==> src/rtl/mem_access_pkg.sv <==
// Shared encodings and lane helpers for the MEM-stage load/store unit.
package mem_access_pkg;

    localparam logic [1:0] SZ_BYTE = 2'b00;
    localparam logic [1:0] SZ_HALF = 2'b01;
    localparam logic [1:0] SZ_WORD = 2'b10;

    typedef enum logic [1:0] {
        IDLE   = 2'b00,
        ACCESS = 2'b01,
        WRITE  = 2'b10,
        DONE   = 2'b11
    } state_t;

    // Byte-lane mask (little-endian) touched by an access of the given size.
    function automatic logic [3:0] lane_sel(input logic [1:0] addr_lo, input logic [1:0] size);
        case (size)
            SZ_BYTE: lane_sel = 4'b0001 << addr_lo;
            SZ_HALF: lane_sel = addr_lo[1] ? 4'b1100 : 4'b0011;
            default: lane_sel = 4'b1111;
        endcase
    endfunction

endpackage

==> src/rtl/mem_access_unit_if.sv <==
// Pipeline request/response handshake plus the word-wide data memory bus.
interface mem_access_unit_if;
    logic        req_valid;
    logic        req_ready;
    logic        req_wr;
    logic [1:0]  req_size;
    logic        req_signed;
    logic [31:0] req_addr;
    logic [31:0] req_wdata;
    logic        rsp_valid;
    logic [31:0] rsp_rdata;
    logic        misalign;
    logic        MemRd;
    logic        MemWr;
    logic [31:0] Addr;
    logic [31:0] WrData;
    logic [31:0] RdData;

    // The access unit: accepts requests, drives the memory bus.
    modport slave (
        input  req_valid, req_wr, req_size, req_signed, req_addr, req_wdata, RdData,
        output req_ready, rsp_valid, rsp_rdata, misalign, MemRd, MemWr, Addr, WrData
    );

    // The pipeline and memory seen together from the outside.
    modport master (
        output req_valid, req_wr, req_size, req_signed, req_addr, req_wdata, RdData,
        input  req_ready, rsp_valid, rsp_rdata, misalign, MemRd, MemWr, Addr, WrData
    );
endinterface

==> src/rtl/mem_lane_align.sv <==
// Combinational lane handling: load extract/extend and sub-word store merge.
module mem_lane_align
    import mem_access_pkg::*;
(
    input  logic [31:0] rd_data,
    input  logic [15:0] wdata,
    input  logic [1:0]  addr_lo,
    input  logic [1:0]  size,
    input  logic        is_signed,
    output logic [31:0] load_data,
    output logic [31:0] merged
);

    logic signed [7:0]  byte_s;
    logic signed [15:0] half_s;
    logic [3:0]         be;
    logic [31:0]        wrep;

    // Pick the addressed lane and extend it to a full word.
    always_comb begin
        byte_s    = rd_data[{addr_lo, 3'b000} +: 8];
        half_s    = addr_lo[1] ? rd_data[31:16] : rd_data[15:0];
        load_data = rd_data;
        case (size)
            SZ_BYTE: load_data = is_signed ? 32'(byte_s) : {24'h0, byte_s};
            SZ_HALF: load_data = is_signed ? 32'(half_s) : {16'h0, half_s};
            default: load_data = rd_data;
        endcase
    end

    // Replicate store data across lanes, then take only the addressed lanes.
    always_comb begin
        be     = lane_sel(addr_lo, size);
        wrep   = (size == SZ_BYTE) ? {4{wdata[7:0]}} : {2{wdata[15:0]}};
        merged = rd_data;
        for (int i = 0; i < 4; i++) begin
            merged[8*i +: 8] = be[i] ? wrep[8*i +: 8] : rd_data[8*i +: 8];
        end
    end

endmodule

==> src/rtl/mem_access_unit.sv <==
// MEM-stage load/store initiator; sub-word stores become read-modify-write.
module mem_access_unit
    import mem_access_pkg::*;
#(
    parameter bit RMW_EN = 1'b1
) (
    input  logic             clk,
    input  logic             rst,
    mem_access_unit_if.slave bus
);

    state_t      state;
    logic        wr_q;
    logic [1:0]  size_q;
    logic        signed_q;
    logic [31:0] addr_q;
    logic [31:0] wdata_q;
    logic [31:0] rdata_q;
    logic [31:0] merged_q;
    logic        misalign_q;

    logic [1:0]  req_sz;
    logic        req_mis;
    logic        word_store;
    logic [31:0] load_data;
    logic [31:0] merged;

    // Size 11 folds into word; reject misaligned or unsupported sub-word stores.
    always_comb begin
        req_sz  = (bus.req_size == SZ_BYTE || bus.req_size == SZ_HALF) ? bus.req_size : SZ_WORD;
        req_mis = (req_sz == SZ_HALF && bus.req_addr[0]) ||
                  (req_sz == SZ_WORD && bus.req_addr[1:0] != 2'b00) ||
                  (bus.req_wr && req_sz != SZ_WORD && !RMW_EN);
    end

    mem_lane_align u_align (
        .rd_data   (bus.RdData),
        .wdata     (wdata_q[15:0]),
        .addr_lo   (addr_q[1:0]),
        .size      (size_q),
        .is_signed (signed_q),
        .load_data (load_data),
        .merged    (merged)
    );

    // Request latch and access sequencing.
    always_ff @(posedge clk or negedge rst) begin
        if (!rst) begin
            state      <= IDLE;
            wr_q       <= 1'b0;
            size_q     <= SZ_BYTE;
            signed_q   <= 1'b0;
            addr_q     <= 32'h0;
            wdata_q    <= 32'h0;
            rdata_q    <= 32'h0;
            merged_q   <= 32'h0;
            misalign_q <= 1'b0;
        end else begin
            case (state)
                IDLE: begin
                    if (bus.req_valid) begin
                        wr_q       <= bus.req_wr;
                        size_q     <= req_sz;
                        signed_q   <= bus.req_signed;
                        addr_q     <= bus.req_addr;
                        wdata_q    <= bus.req_wdata;
                        rdata_q    <= 32'h0;
                        merged_q   <= 32'h0;
                        misalign_q <= req_mis;
                        state      <= req_mis ? DONE : ACCESS;
                    end
                end
                ACCESS: begin
                    if (!wr_q) begin
                        rdata_q <= load_data;
                        state   <= DONE;
                    end else if (size_q == SZ_WORD) begin
                        state   <= DONE;
                    end else begin
                        merged_q <= merged;
                        state    <= WRITE;
                    end
                end
                WRITE:   state <= DONE;
                default: state <= IDLE;
            endcase
        end
    end

    // Handshake and memory bus decoded purely from registered state.
    always_comb begin
        word_store    = wr_q && (size_q == SZ_WORD);
        bus.req_ready = (state == IDLE);
        bus.rsp_valid = (state == DONE);
        bus.rsp_rdata = (state == DONE) ? rdata_q : 32'h0;
        bus.misalign  = (state == DONE) && misalign_q;
        bus.MemRd     = (state == ACCESS) && !word_store;
        bus.MemWr     = ((state == ACCESS) && word_store) || (state == WRITE);
        bus.Addr      = (state == ACCESS || state == WRITE) ? {addr_q[31:2], 2'b00} : 32'h0;
        bus.WrData    = 32'h0;
        if (state == WRITE)
            bus.WrData = merged_q;
        else if (state == ACCESS && word_store)
            bus.WrData = wdata_q;
    end

endmodule
==> src/flat_wrapper.sv <==
// flat-port wrapper written by rule: the top's interface ports become plain ports
module mem_access_unit_flat import mem_access_pkg::*;
#(
    parameter bit RMW_EN = 1'b1
)
  (clk, rst, bus_req_valid, bus_req_wr, bus_req_size, bus_req_signed, bus_req_addr, bus_req_wdata, bus_RdData, bus_req_ready, bus_rsp_valid, bus_rsp_rdata, bus_misalign, bus_MemRd, bus_MemWr, bus_Addr, bus_WrData);
  mem_access_unit_if bus_i ();
  input  logic clk;
  input  logic rst;
  input wire logic [$bits(bus_i.req_valid)-1:0] bus_req_valid;
  input wire logic [$bits(bus_i.req_wr)-1:0] bus_req_wr;
  input wire logic [$bits(bus_i.req_size)-1:0] bus_req_size;
  input wire logic [$bits(bus_i.req_signed)-1:0] bus_req_signed;
  input wire logic [$bits(bus_i.req_addr)-1:0] bus_req_addr;
  input wire logic [$bits(bus_i.req_wdata)-1:0] bus_req_wdata;
  input wire logic [$bits(bus_i.RdData)-1:0] bus_RdData;
  output wire logic [$bits(bus_i.req_ready)-1:0] bus_req_ready;
  output wire logic [$bits(bus_i.rsp_valid)-1:0] bus_rsp_valid;
  output wire logic [$bits(bus_i.rsp_rdata)-1:0] bus_rsp_rdata;
  output wire logic [$bits(bus_i.misalign)-1:0] bus_misalign;
  output wire logic [$bits(bus_i.MemRd)-1:0] bus_MemRd;
  output wire logic [$bits(bus_i.MemWr)-1:0] bus_MemWr;
  output wire logic [$bits(bus_i.Addr)-1:0] bus_Addr;
  output wire logic [$bits(bus_i.WrData)-1:0] bus_WrData;
  assign bus_i.req_valid = bus_req_valid;
  assign bus_i.req_wr = bus_req_wr;
  assign bus_i.req_size = bus_req_size;
  assign bus_i.req_signed = bus_req_signed;
  assign bus_i.req_addr = bus_req_addr;
  assign bus_i.req_wdata = bus_req_wdata;
  assign bus_i.RdData = bus_RdData;
  assign bus_req_ready = bus_i.req_ready;
  assign bus_rsp_valid = bus_i.rsp_valid;
  assign bus_rsp_rdata = bus_i.rsp_rdata;
  assign bus_misalign = bus_i.misalign;
  assign bus_MemRd = bus_i.MemRd;
  assign bus_MemWr = bus_i.MemWr;
  assign bus_Addr = bus_i.Addr;
  assign bus_WrData = bus_i.WrData;
  mem_access_unit #(.RMW_EN(RMW_EN)) u_core (.clk(clk), .rst(rst), .bus(bus_i));
endmodule
==> config.mk <==
export PLATFORM = sky130hd
export DESIGN_NAME = mem_access_unit_flat
export DESIGN_NICKNAME = d
export VERILOG_FILES = /design/src/rtl/mem_access_pkg.sv /design/src/rtl/mem_access_unit_if.sv /design/src/rtl/mem_lane_align.sv /design/src/rtl/mem_access_unit.sv /design/src/flat_wrapper.sv
export SDC_FILE = /design/constraint.sdc
export NUM_CORES = 1
export LEC_CHECK = 0
export CORE_MARGIN = 5
export CORE_UTILIZATION = 50
export CTS_CLUSTER_SIZE = 20
export DETAILED_ROUTE_END_ITERATION = 7
export PLACE_DENSITY_LB_ADDON = 0.3
export SLEW_MARGIN = 20
export SYNTH_ARGS = -nofsm -noshare
export SYNTH_HDL_FRONTEND = slang
export SYNTH_HIERARCHICAL = 1
export SYNTH_SLANG_ARGS = --single-unit
==> constraint.sdc <==
create_clock -name clk -period 2.5 [get_ports clk]
set_input_delay 0.25 -clock clk [delete_from_list [all_inputs] [get_ports clk]]
set_output_delay 0.25 -clock clk [all_outputs]
set_load 0.02 [all_outputs]
# --- Yosys cells after proc, flatten, opt, wreduce, memory -nomap -nowiden ---
# Cells that the tools add are included.
op_classes:
  eq_ne: 12
  shift: 2
  n_mux: 27
  reduce_logical: 19
ops:
  columns: ["operator", "count"]
  rows:
  - ["32-bit 2-to-1 mux", 11]
  - ["32-bit one-hot mux with 2 select lines", 3]
  - ["8-bit 2-to-1 mux", 4]
  - ["32-bit by 6-bit indexed part select with 8-bit output", 1]
  - ["16-bit 2-to-1 mux", 1]
  - ["2-bit by 1-bit equality test with 1-bit output, second input constant", 4]
  - ["2-bit equality test, second input constant", 4]
  - ["2-bit 2-to-1 mux", 4]
  - ["4-bit one-hot mux with 2 select lines", 1]
  - ["1-bit logical AND", 6]
  - ["2-bit logical NOT", 3]
  - ["2-bit != test, second input constant", 3]
  - ["2-bit one-hot mux with 3 select lines", 1]
  - ["1-bit logical OR", 4]
  - ["4-bit 2-to-1 mux", 1]
  - ["4-bit AND reduction", 1]
  - ["2-bit nonzero test", 2]
  - ["1-bit by 2-bit left shift with 4-bit output, first input constant", 1]
  - ["3-bit AND reduction", 1]
  - ["2-bit by 1-bit != test with 1-bit output, second input constant", 1]
  - ["2-bit AND reduction", 1]
  - ["1-bit logical NOT", 1]
  - ["1-bit 2-to-1 mux", 1]
word_totals:
  ff_bits: 135
  input_bits: 103
  output_inout_bits: 101
  word_cells: 69

# --- Depth between registers and ports, before layout ---
logic_depth:
  depth_word: 9
  ltp_mapped: 8

# --- Hierarchy ---
# The synthesis kept the hierarchy.
modules_own_cells:
  columns: ["module", "instances", "cells_per_inst", "area_each_um2"]
  rows:
  - ["mem_access_unit", 1, 609, 6521.3]
  - ["mem_lane_align", 1, 182, 1321.3]

# --- Least setup slack after synthesis ---
# OpenSTA, ideal clock, no wires.
synth_path:
  path_type: "register -> output"
  from: "reg u_core.state[1]"
  to: "out bus_MemRd"
  t_arrival_ns: 1.673
  t_required_ns: 2.250
  setup_slack_ns: 0.577
  path_stages_with_launch: 6
  path_cell_list: "dfrtp_1 > inv_1 > ha_1 > buf_2 > clkbuf_1 > a21boi_0"
synth_via:
  elab_chain_cells: 2
synth_rtl:
  columns: ["element", "line_no", "text"]
  rows:
  - ["start: declaration", "mem_access_unit.sv:12", "state_t state;"]
  - ["start signal: assignment", "mem_access_unit.sv:70", "state <= req_mis ? DONE : ACCESS;"]
  - ["2-bit by 1-bit equality test with 1-bit output", "mem_access_unit.sv:97", "bus.MemRd = (state == ACCESS) && !word_store;"]
  - ["1-bit logical AND", "mem_access_unit.sv:97", null]
  - ["end: declaration", "flat_wrapper.sv:21", "output wire logic [$bits(bus_i.MemRd)-1:0] bus_MemRd;"]
# Every way passes these cells.

# --- Worst setup path in the final report ---
layout_path:
  from: "reg u_core.state[0]"
  to: "out bus_Addr[28]"
layout_via:
  elab_chain_cells: 3
layout_rtl:
  columns: ["element", "line_no", "text"]
  rows:
  - ["2-bit by 1-bit equality test with 1-bit output / 2-bit equality test (equally long branches)", "mem_access_unit.sv:99", "bus.Addr = (state == ACCESS || state == WRITE) ? {addr_q[31:2], 2'b00} : 32'h0;"]
  - ["1-bit logical OR *", "mem_access_unit.sv:99", null]
  - ["32-bit 2-to-1 mux *", "mem_access_unit.sv:99", null]
  - ["end: declaration", "flat_wrapper.sv:23", "output wire logic [$bits(bus_i.Addr)-1:0] bus_Addr;"]
# Every way passes the cells marked *; elsewhere a longest branch is shown, timed or not.

==> flow_summary.json <==
{
  "synth_top_area_frac": 0.4308,
  "dp_hpwl_um": 16060,
  "drt-initial-drc-count": 628,
  "dr.pass1.iters": 7,
  "design.die.area_mm2": 0.01829,
  "slowest_stage": "clkdlybuf4s50_1",
  "outcome": "finished, final reports clean",
  "antenna_found_initial": 1,
  "yosysTopAreaCell": "dfrtp_1",
  "seqCellArea_mm2": 0.003378,
  "insertedDiodeCount": 0,
  "nets": 1069,
  "synth.avg_cell_area_um2": 9.915,
  "whs_ns": 0.4372,
  "post_cts_buffers": 0,
  "core_area_mm2": 0.01531,
  "syn_inst": 791,
  "power_density_mw_per_mm2": 1367,
  "setup_tns_ns": 0,
  "yosysWarnings": 6,
  "clk_pin_slew_ns": 0.06,
  "post_drt_via_cell_ratio": 5.732,
  "grt_pass1_vias": 6751,
  "critPathCaptureType": "output port",
  "vias": 6798,
  "track_usage": 0.2482,
  "overflow": 0,
  "cts_tree": "yes",
  "gp_congestion": 0.9168,
  "min_path_type": "in2async",
  "grt_max_degree": 76,
  "drv_slew": 0,
  "period_share": 0.9572,
  "worst_pin_slew_ns": 0.7210,
  "clkSinkCount": 135,
  "clk_path_buf_depth": 2,
  "routed_wl_um": 22620,
  "row_count": 45,
  "critical_path_required_ns": 2.25,
  "crit_chain": "inv_1 > ha_1 > buf_6 > and2_1 > clkdlybuf4s50_1",
  "path_class": "reg2out",
  "die_w_um": 135.2,
  "slew_headroom": 0.5193,
  "cap_violations": 0,
  "synth_enable_flop_cells": 0,
  "crit_buf_inv": 3,
  "final-setup-viol-count": 0,
  "cpPeakStageDelay_ns": 0.60,
  "yosysUniqueCellTypes": 49,
  "synth-main-ff-cell": "dfrtp_1",
  "multi_input_area_mm2": 0.004035,
  "ir_worst_vdd_mv": 0.7534,
  "htree_levels": 4,
  "drc": 0,
  "io-pin-count": 204,
  "portBuffers": 201,
  "cp_data_arrival_time_ns": 2.14,
  "die_height_um": 135.2,
  "clock.fmax_mhz": 417.9,
  "hold_violations": 0,
  "route.antenna.remaining_nets": 0,
  "cp-start-kind": "flip-flop",
  "leakage_uw": 0.004943,
  "fillers": 1227,
  "drive_gt1_frac": 0.1590,
  "synth_area_mm2": 0.007843,
  "initial_core_util": 0.5121,
  "synth_area_leaders": "dfrtp_1, mux2_2, mux2i_1, and2_1, a221o_1",
  "synthArstFlopShare": 1.000,
  "worst_skew_pair.late_latency_ns": 0.42,
  "syn_to_final_growth_pct": 35.07,
  "finClkSkew_ns": 0.009281,
  "path_delay_family": "buffers and inverters",
  "fin_crit_ns": 2.393,
  "cts_root_buf": "clkbuf_16",
  "wl_per_cell_um": 19.07,
  "cts-buffers-inserted": 17,
  "grt_pass1_wl_um": 35950,
  "cp_max_fo": 31,
  "seq_area_frac_synth": 0.4308,
  "final_common_cell": "clkdlybuf4s50_1",
  "rsz0062_at_grt": "no",
  "final_cell_mix": "clkdlybuf4s50_1, dfrtp_1, mux2_2",
  "synth_seq_cells": 135
}
path summary, 6_finish.rpt:
path,start,endpoint,slack [ns],cells past startpoint
max,u_core/state[0],bus_Addr[28],0.11,5
min,rst,u_core/merged_q[30],0.44,2
max reg2reg,u_core/size_q[0],u_core/merged_q[26],0.39,5
min reg2reg,u_core/misalign_q,u_core/misalign_q,0.48,2
max in group asynchronous,rst,u_core/addr_q[26],1.38,3
min in group clk,bus_req_addr[11],u_core/addr_q[11],0.44,2
worst register-to-register path, stage by stage, from the launching register on:
cell and delay [ns]:
dfrtp_1 0.41, buf_4 0.21, nor2_4 0.37, mux2i_1 0.45, mux2i_1 0.20, a221o_1 0.35
what timing repair did:
action / CTS / global route
gates resized for setup: 35 / 25
hold endpoints to repair: 72 / 0
setup endpoints to repair: 37 / 48
hold buffers: 1 / 0
state kept, by name, indices dropped and copies added, names as in the netlist:
| register | cells |
|---|---|
| u_core/merged_q | 32 |
| u_core/addr_q | 32 |
| u_core/wr_q | 1 |
| u_core/rdata_q | 32 |
| u_core/state | 2 |
| u_core/wdata_q | 32 |
| u_core/misalign_q | 1 |
| u_core/signed_q | 1 |
| u_core/size_q | 2 |
metal layers:
| layer | GRT usage | wire, um | vias to the layer above |
|---|---|---|---|
| li1 | - | - | 3131 |
| met1 | 0.3326 | 9439 | 3211 |
| met2 | 0.3634 | 9955 | 385 |
| met3 | 0.09064 | 2494 | 69 |
| met4 | 0.1047 | 714 | 2 |
| met5 | 0 | 13 | - |
metrics by stage:
stage	setup WS (ns)	util	power [uW]	cells	instance area [um^2]
floorplan	0.5770	-	9351	792	7846
global route	0.003954	0.6917	15360	1186	10590
global placement	0.2321	0.6520	12030	1153	9986
CTS	0.04704	0.6879	14550	1186	10540
finish	0.1070	0.6917	14480	1186	10590
detailed placement	0.1368	0.6520	12170	1153	9986
Yosys cell counts (2+ instances only):
library cell,number
dfrtp_1,135
mux2_2,83
nand2_1,75
a21oi_1,66
o21ai_0,65
mux2i_1,64
and2_1,63
a221o_1,39
nor2_1,39
clkbuf_1,33
buf_2,24
inv_1,20
nor2b_1,10
buf_6,8
nand3_1,8
o21ai_1,8
and3b_1,7
buf_4,5
ha_1,4
nand2b_1,3
a21boi_0,2
a21oi_4,2
clkbuf_2,2
power breakdown:
| part | internal (uW) | switching, uW | leakage, uW | total, uW |
|---|---|---|---|---|
| registers | 3170 | 720 | 0.00170 | 3890 |
| clock network | 1540 | 921 | 0.000284 | 2460 |
| logic | 3640 | 4490 | 0.00295 | 8130 |
logic make-up after synthesis:
kind of cell | synth area share
mux | 0.2056
simple gates | 0.1434
fa+ha+maj | 0.006382
flops | 0.4308
other cells | 0.0004782
buf+inv | 0.05823
compound gates | 0.1551
layout make-up:
type                            count  area share
Clock buffer                       24     0.04548
Clock inverter                      8    0.009095
Inverter                           20    0.007087
Multi-Input combinational cell    565      0.3809
Sequential cell                   135      0.3189
Tap cell                          211     0.02492
Timing Repair Buffer              223      0.2136
No activity file was read; power rests on OpenSTA's default activity.
